$ cat src/rtl/addsub16_accum.sv
// 16-bit add/sub/load/clear accumulator behind a one-entry valid/ready result register.
// Optional clamp-on-overflow build: define ADDSUB16_SATURATE_EN.

module fa16 #(
    parameter int W = 16
) (
    input  logic [W-1:0] A,
    input  logic [W-1:0] B,
    input  logic         Ci,
    output logic [W-1:0] S,
    output logic         Co
);
    logic [W:0] c_s;

    assign c_s[0] = Ci;

    genvar i;
    generate
        for (i = 0; i < W; i++) begin : g_bit
            assign S[i]     = A[i] ^ B[i] ^ c_s[i];
            assign c_s[i+1] = (A[i] & B[i]) | (c_s[i] & (A[i] ^ B[i]));
        end
    endgenerate

    assign Co = c_s[W];
endmodule

module addsub16_accum #(
    parameter int W = 16
) (
    input  logic         clk,
    input  logic         rst_n,
    input  logic         in_valid,
    output logic         in_ready,
    input  logic [1:0]   op,
    input  logic [W-1:0] B,
    input  logic         Ci,
    output logic         out_valid,
    input  logic         out_ready,
    output logic [W-1:0] S,
    output logic         Co,
    output logic         V,
    output logic         Z,
    output logic         N,
    output logic         V_sticky
);
    typedef enum logic {
        EMPTY = 1'b0,
        FULL  = 1'b1
    } state_t;

    localparam logic [1:0] OP_ADD   = 2'b00;
    localparam logic [1:0] OP_SUB   = 2'b01;
    localparam logic [1:0] OP_LOAD  = 2'b10;
    localparam logic [1:0] OP_CLEAR = 2'b11;

    state_t       state_r;
    logic [W-1:0] acc_r;
    logic         co_r;
    logic         v_r;
    logic         z_r;
    logic         n_r;
    logic         v_sticky_r;

    logic         accept_s;
    logic [W-1:0] b_eff_s;
    logic         cin_s;
    logic [W-1:0] sum_s;
    logic         carry_s;
    logic         ovf_s;
    logic [W-1:0] acc_next_s;
    logic         co_next_s;
    logic         v_next_s;
    logic         v_sticky_next_s;

    assign in_ready = (state_r == EMPTY) || out_ready;
    assign accept_s = in_valid && in_ready;

    // Subtraction reuses the adder as acc + ~B + 1.
    assign b_eff_s = (op == OP_SUB) ? ~B : B;
    assign cin_s   = (op == OP_SUB) ? 1'b1 : ((op == OP_ADD) ? Ci : 1'b0);

    fa16 #(.W(W)) u_fa16 (
        .A  (acc_r),
        .B  (b_eff_s),
        .Ci (cin_s),
        .S  (sum_s),
        .Co (carry_s)
    );

    // Overflow: like-signed adder inputs producing an opposite-signed sum.
    assign ovf_s = (acc_r[W-1] == b_eff_s[W-1]) && (sum_s[W-1] != acc_r[W-1]);

    // Next accumulator value and status flags for the presented operation.
    always_comb begin
        acc_next_s      = acc_r;
        co_next_s       = 1'b0;
        v_next_s        = 1'b0;
        v_sticky_next_s = v_sticky_r;
        case (op)
            OP_ADD, OP_SUB: begin
                acc_next_s      = sum_s;
                co_next_s       = carry_s;
                v_next_s        = ovf_s;
                v_sticky_next_s = v_sticky_r | ovf_s;
`ifdef ADDSUB16_SATURATE_EN
                if (ovf_s) begin
                    acc_next_s = acc_r[W-1] ? {1'b1, {(W-1){1'b0}}} : {1'b0, {(W-1){1'b1}}};
                end else begin
                    acc_next_s = sum_s;
                end
`endif
            end
            OP_LOAD: begin
                acc_next_s = B;
            end
            OP_CLEAR: begin
                acc_next_s      = {W{1'b0}};
                v_sticky_next_s = 1'b0;
            end
            default: begin
                acc_next_s = acc_r;
            end
        endcase
    end

    // Result register and EMPTY/FULL state; holds everything while stalled.
    always_ff @(posedge clk or negedge rst_n) begin
        if (!rst_n) begin
            state_r    <= EMPTY;
            acc_r      <= {W{1'b0}};
            co_r       <= 1'b0;
            v_r        <= 1'b0;
            z_r        <= 1'b1;
            n_r        <= 1'b0;
            v_sticky_r <= 1'b0;
        end else begin
            if (accept_s) begin
                state_r    <= FULL;
                acc_r      <= acc_next_s;
                co_r       <= co_next_s;
                v_r        <= v_next_s;
                z_r        <= (acc_next_s == {W{1'b0}});
                n_r        <= acc_next_s[W-1];
                v_sticky_r <= v_sticky_next_s;
            end else if ((state_r == FULL) && out_ready) begin
                state_r <= EMPTY;
            end else begin
                state_r <= state_r;
            end
        end
    end

    assign out_valid = (state_r == FULL);
    assign S         = acc_r;
    assign Co        = co_r;
    assign V         = v_r;
    assign Z         = z_r;
    assign N         = n_r;
    assign V_sticky  = v_sticky_r;
endmodule
$ cat config.mk
export PLATFORM = sky130hd
export DESIGN_NAME = addsub16_accum
export DESIGN_NICKNAME = d
export VERILOG_FILES = /design/src/rtl/addsub16_accum.sv
export SDC_FILE = /design/constraint.sdc
export NUM_CORES = 1
export LEC_CHECK = 0
export CORE_ASPECT_RATIO = 2
export CORE_UTILIZATION = 45
export DETAILED_ROUTE_END_ITERATION = 8
export PLACE_DENSITY = 0.76
export SLEW_MARGIN = 20
export SYNTH_ARGS = -nofsm -noshare
export SYNTH_HDL_FRONTEND = slang
export SYNTH_SLANG_ARGS = --single-unit
$ cat constraint.sdc
create_clock -name clk -period 17.6 [get_ports clk]
set_input_delay 2.64 -clock clk [delete_from_list [all_inputs] [get_ports clk]]
set_output_delay 2.64 -clock clk [all_outputs]
set_load 0.05 [all_outputs]
==> results.txt <==
----------------------------------------------------
[Setup path]
  CP max FO ... 16
  Largest incremental delay on the critical path ... 570 ps
  Cell mode on critical path ... sky130_fd_sc_hd__fa_1
  Worst Setup Path Type ... in2reg
  Worst R2R End ... Z
  Launch instance of the worst register-to-register path ... S[0]
  Register-to-register setup slack ... 10,690 ps
  Critical Path Start Type ... input port
  Data arrival time of the critical path ... 10,350 ps
  Critical Path End Type ... flop
  Critical-path cell with the highest stage delay ... sky130_fd_sc_hd__fa_1
  Worst path bufs/invs ... 5
  Startpoint of the most critical setup path ... op[0]
  Crit path required time ... 17,770 ps
  Worst R2R Path Depth ... 22
  CP delay by family, top ... adder cells

[Timing]
  Fin. Hold Viols ... 0
  Setup repair after global routing missed its margin ... false
  Crit path time final ... 10,180 ps
  Minimum hold slack ... 481 ps
  Setup-violating endpoint count in the final report ... 0
  Period Utilization, post-route ... 57.8%
  Maximum achievable frequency ... 98.2 MHz
  Total negative slack ... 0 ps
  Actual transition at the worst max-transition pin ... 1120 ps
  Total count of max-transition violations in the final report ... 0
  Fin Clk Skew ... 3.16 ps
  Relative max-transition margin ... 25.4%

[Power]
  Power per Cell Area ... 151 nW/µm²
  Largest vdd supply drop ... 0.0000793 V
  Total leakage power ... 0.915 nW
  Total design power ... 343 µW

[Clocking]
  TritonCTS Sinks ... 21
  Total of hold buffers inserted after clock tree synthesis ... 0
  Clk_lat worst skew ... 260 ps
  TritonCTS clock tree ... done
  Number of setup buffers added after CTS ... 0
  TritonCTS Buffers ... 3
  CTS Root Buffer Type ... sky130_fd_sc_hd__clkbuf_8
  Buffer levels on the longest clock path ... 2
  Post-cts gate resize count ... 0
  Number of H-tree levels ... 1
  Clock transition at the register clock pins on the worst setup and hold paths after CTS ... 80 ps

[Routing]
  Length of the first detailed-routing pass in iterations ... 4
  First-iteration detailed-routing DRC count ... 21
  Overall via count from detail_route ... 1,340
  Antenna Violating Nets Remaining ... 0
  Sum of routed wire length over all layers ... 3960 µm
  Per-cell routed wire length ... 15.3 µm
  Vias per std cell ... 5.17
  DRC violations left ... 0

[Die]
  Width of the die ... 46.8 µm
  Chip Height ... 91.5 µm
  Number of cell rows ... 32
  Initial Utilization ... 46.9%
  Ports ... 46
  Overall die area ... 4280 µm²
  Core area ... 3840 µm²

[Worst hold path]
  Hold Path Sink ... Z
  Worst min-delay path class ... reg2reg
  Hold path depth ... 2
  Hold path startpoint ... Z

[Synth]
  Synthesized area per cell ... 10.7 µm²
  Post-synth top area share ... 27.7%
  Most area-hungry cell type in the Yosys netlist ... sky130_fd_sc_hd__dfrtp_1
  Distinct cell type count of the synthesized netlist ... 38
  Share of flip-flops with an asynchronous set or reset after synthesis ... 100%
  Sequential-to-total area share from yosys stat ... 29.2%
  Cell count after synthesis ... 168
  Post-synth EDFFs ... 0
  Most used standard cell by instance count after synthesis ... sky130_fd_sc_hd__dfrtp_1
  Post-Synthesis Cell Area ... 1800 µm²
  Flip-flop and latch count after synthesis ... 21
  Number of nets in the synthesized netlist ... 208
  Primary FF master, synth ... sky130_fd_sc_hd__dfrtp_1
  Synth top cells by count ... sky130_fd_sc_hd__dfrtp_1 (20), sky130_fd_sc_hd__inv_1 (18), sky130_fd_sc_hd__a21oi_2 (16), sky130_fd_sc_hd__fa_1 (16), sky130_fd_sc_hd__nor2_1 (15)
  Synth Warn # ... 0
  Top post-synthesis cells by area ... sky130_fd_sc_hd__dfrtp_1 (28%), sky130_fd_sc_hd__fa_1 (18%), sky130_fd_sc_hd__a21oi_2 (7.8%)

[Place]
  Post-place instance area ... 2230 µm²
  Weighted congestion reported at the end of routability-driven placement ... 0.821
  Cell count after placement ... 255
  Detailed-placement wirelength estimate ... 3100 µm
  Buffers added on ports ... 45

[GRT]
  Global-route wire length before repair ... 6730 µm
  Overall track demand over capacity in global routing ... 21.5%
  Remaining Overflow, GRT ... 0
  Pin count of the biggest net entering global routing ... 33
  Initial antenna violation count ... 0
  Vias in the first global route ... 1,493

[Final layout]
  Non-filler cells in the finished layout ... 259
  Number of inserted diodes ... 0
  Final-stage net count ... 249
  Area growth from synthesis to layout ... 25.9%
  Final std cell area, no fill ... 2270 µm²
  Share of cells above drive strength 1 ... 14.4%
  Filler cell count ... 378

[Flow run]
  Count of maximum capacitance violations ... 0

[Run status]
  Outcome ... finished clean

----------------------------------------------------
-- registers in the layout, indices dropped and copies added, names as in the netlist --
register / count
S: 16
Z: 1
V: 1
Co: 1
out_valid: 1
V_sticky: 1
-- power by group --
group | leakage (nW) | switching [mW] | internal, mW
sequential | 0.247 | 0.0121 | 0.0650
combinational | 0.645 | 0.141 | 0.0922
clock | 0.0228 | 0.0164 | 0.0162
total | 0.915 | 0.169 | 0.173
-- layout make-up --
cell class                 count  area (µm²)  area share, %
clock buffer                   4        45.0           1.98
sequential                    21         527           23.2
inverter                      19        71.3           3.14
tap                           51        63.8           2.81
timing repair buffer          46         458           20.2
multi-input combinational    118        1110           48.7
-- metal layers --
| metal | track usage (%) | part of all wire [%] | vias up | routed length, µm |
|---|---|---|---|---|
| met3 | 2.19 | 3.1 | 7 | 122 |
| met5 | 0 | 0 | - | 0 |
| li1 | - | - | 643 | - |
| met1 | 25.3 | 37 | 660 | 1450 |
| met2 | 37.3 | 59 | 30 | 2320 |
| met4 | 8.57 | 1.7 | 0 | 69 |
-- how the worst max path moves through the flow --
| stage | to | slack [ps] | cells past startpoint |
|---|---|---|---|
| floorplan | Z | 8380 | 25 |
| global placement | Z | 7320 | 26 |
| detailed placement | Z | 7180 | 26 |
| CTS | Z | 7420 | 26 |
| global route | Z | 7050 | 26 |
| finish | Z | 7420 | 26 |
-- metrics by stage --
step	worst slack [ps]	util [%]
finish	7420	59.1
global route	7050	59.1
CTS	7420	59.1
detailed placement	7180	57.9
global placement	7320	57.9
floorplan	8380	-
-- kinds of logic (layout without fill, tap and decap cells) --
family | after synthesis | count (layout) | share of synthesized area [%]
multiplexers | 9 | 9 | 5.55
flip-flops | 21 | 21 | 29.2
XOR/XNOR | 17 | 17 | 8.25
adder cells (fa/ha/maj) | 17 | 17 | 18.4
buffers and inverters | 29 | 69 | 9.43
AO/OA/AOI/OAI | 39 | 39 | 16.2
AND/OR/NAND/NOR | 36 | 36 | 13.0
-- layout by cell type, fill, tap and decap left out, types with 2 or more instances in the layout --
cell type	n
sky130_fd_sc_hd__xnor2_1	12
sky130_fd_sc_hd__nor2b_1	3
sky130_fd_sc_hd__a21oi_2	16
sky130_fd_sc_hd__and4b_1	2
sky130_fd_sc_hd__dfrtp_1	20
sky130_fd_sc_hd__xor2_1	5
sky130_fd_sc_hd__clkbuf_8	3
sky130_fd_sc_hd__clkdlybuf4s50_1	45
sky130_fd_sc_hd__nor2_1	15
sky130_fd_sc_hd__inv_1	18
sky130_fd_sc_hd__a21oi_1	9
sky130_fd_sc_hd__mux2i_1	7
sky130_fd_sc_hd__mux2_4	2
sky130_fd_sc_hd__nor4_1	4
sky130_fd_sc_hd__a31oi_1	9
sky130_fd_sc_hd__fa_1	16
-- worst reg2reg max path, delay by kind of cell, from the launching register on --
family	cells	cell delay (ps)
flops	1	410
buf+inv	3	190
compound gates	2	380
simple gates	1	230
fa+ha+maj	16	5630
Power figures use the tool's default switching activity.
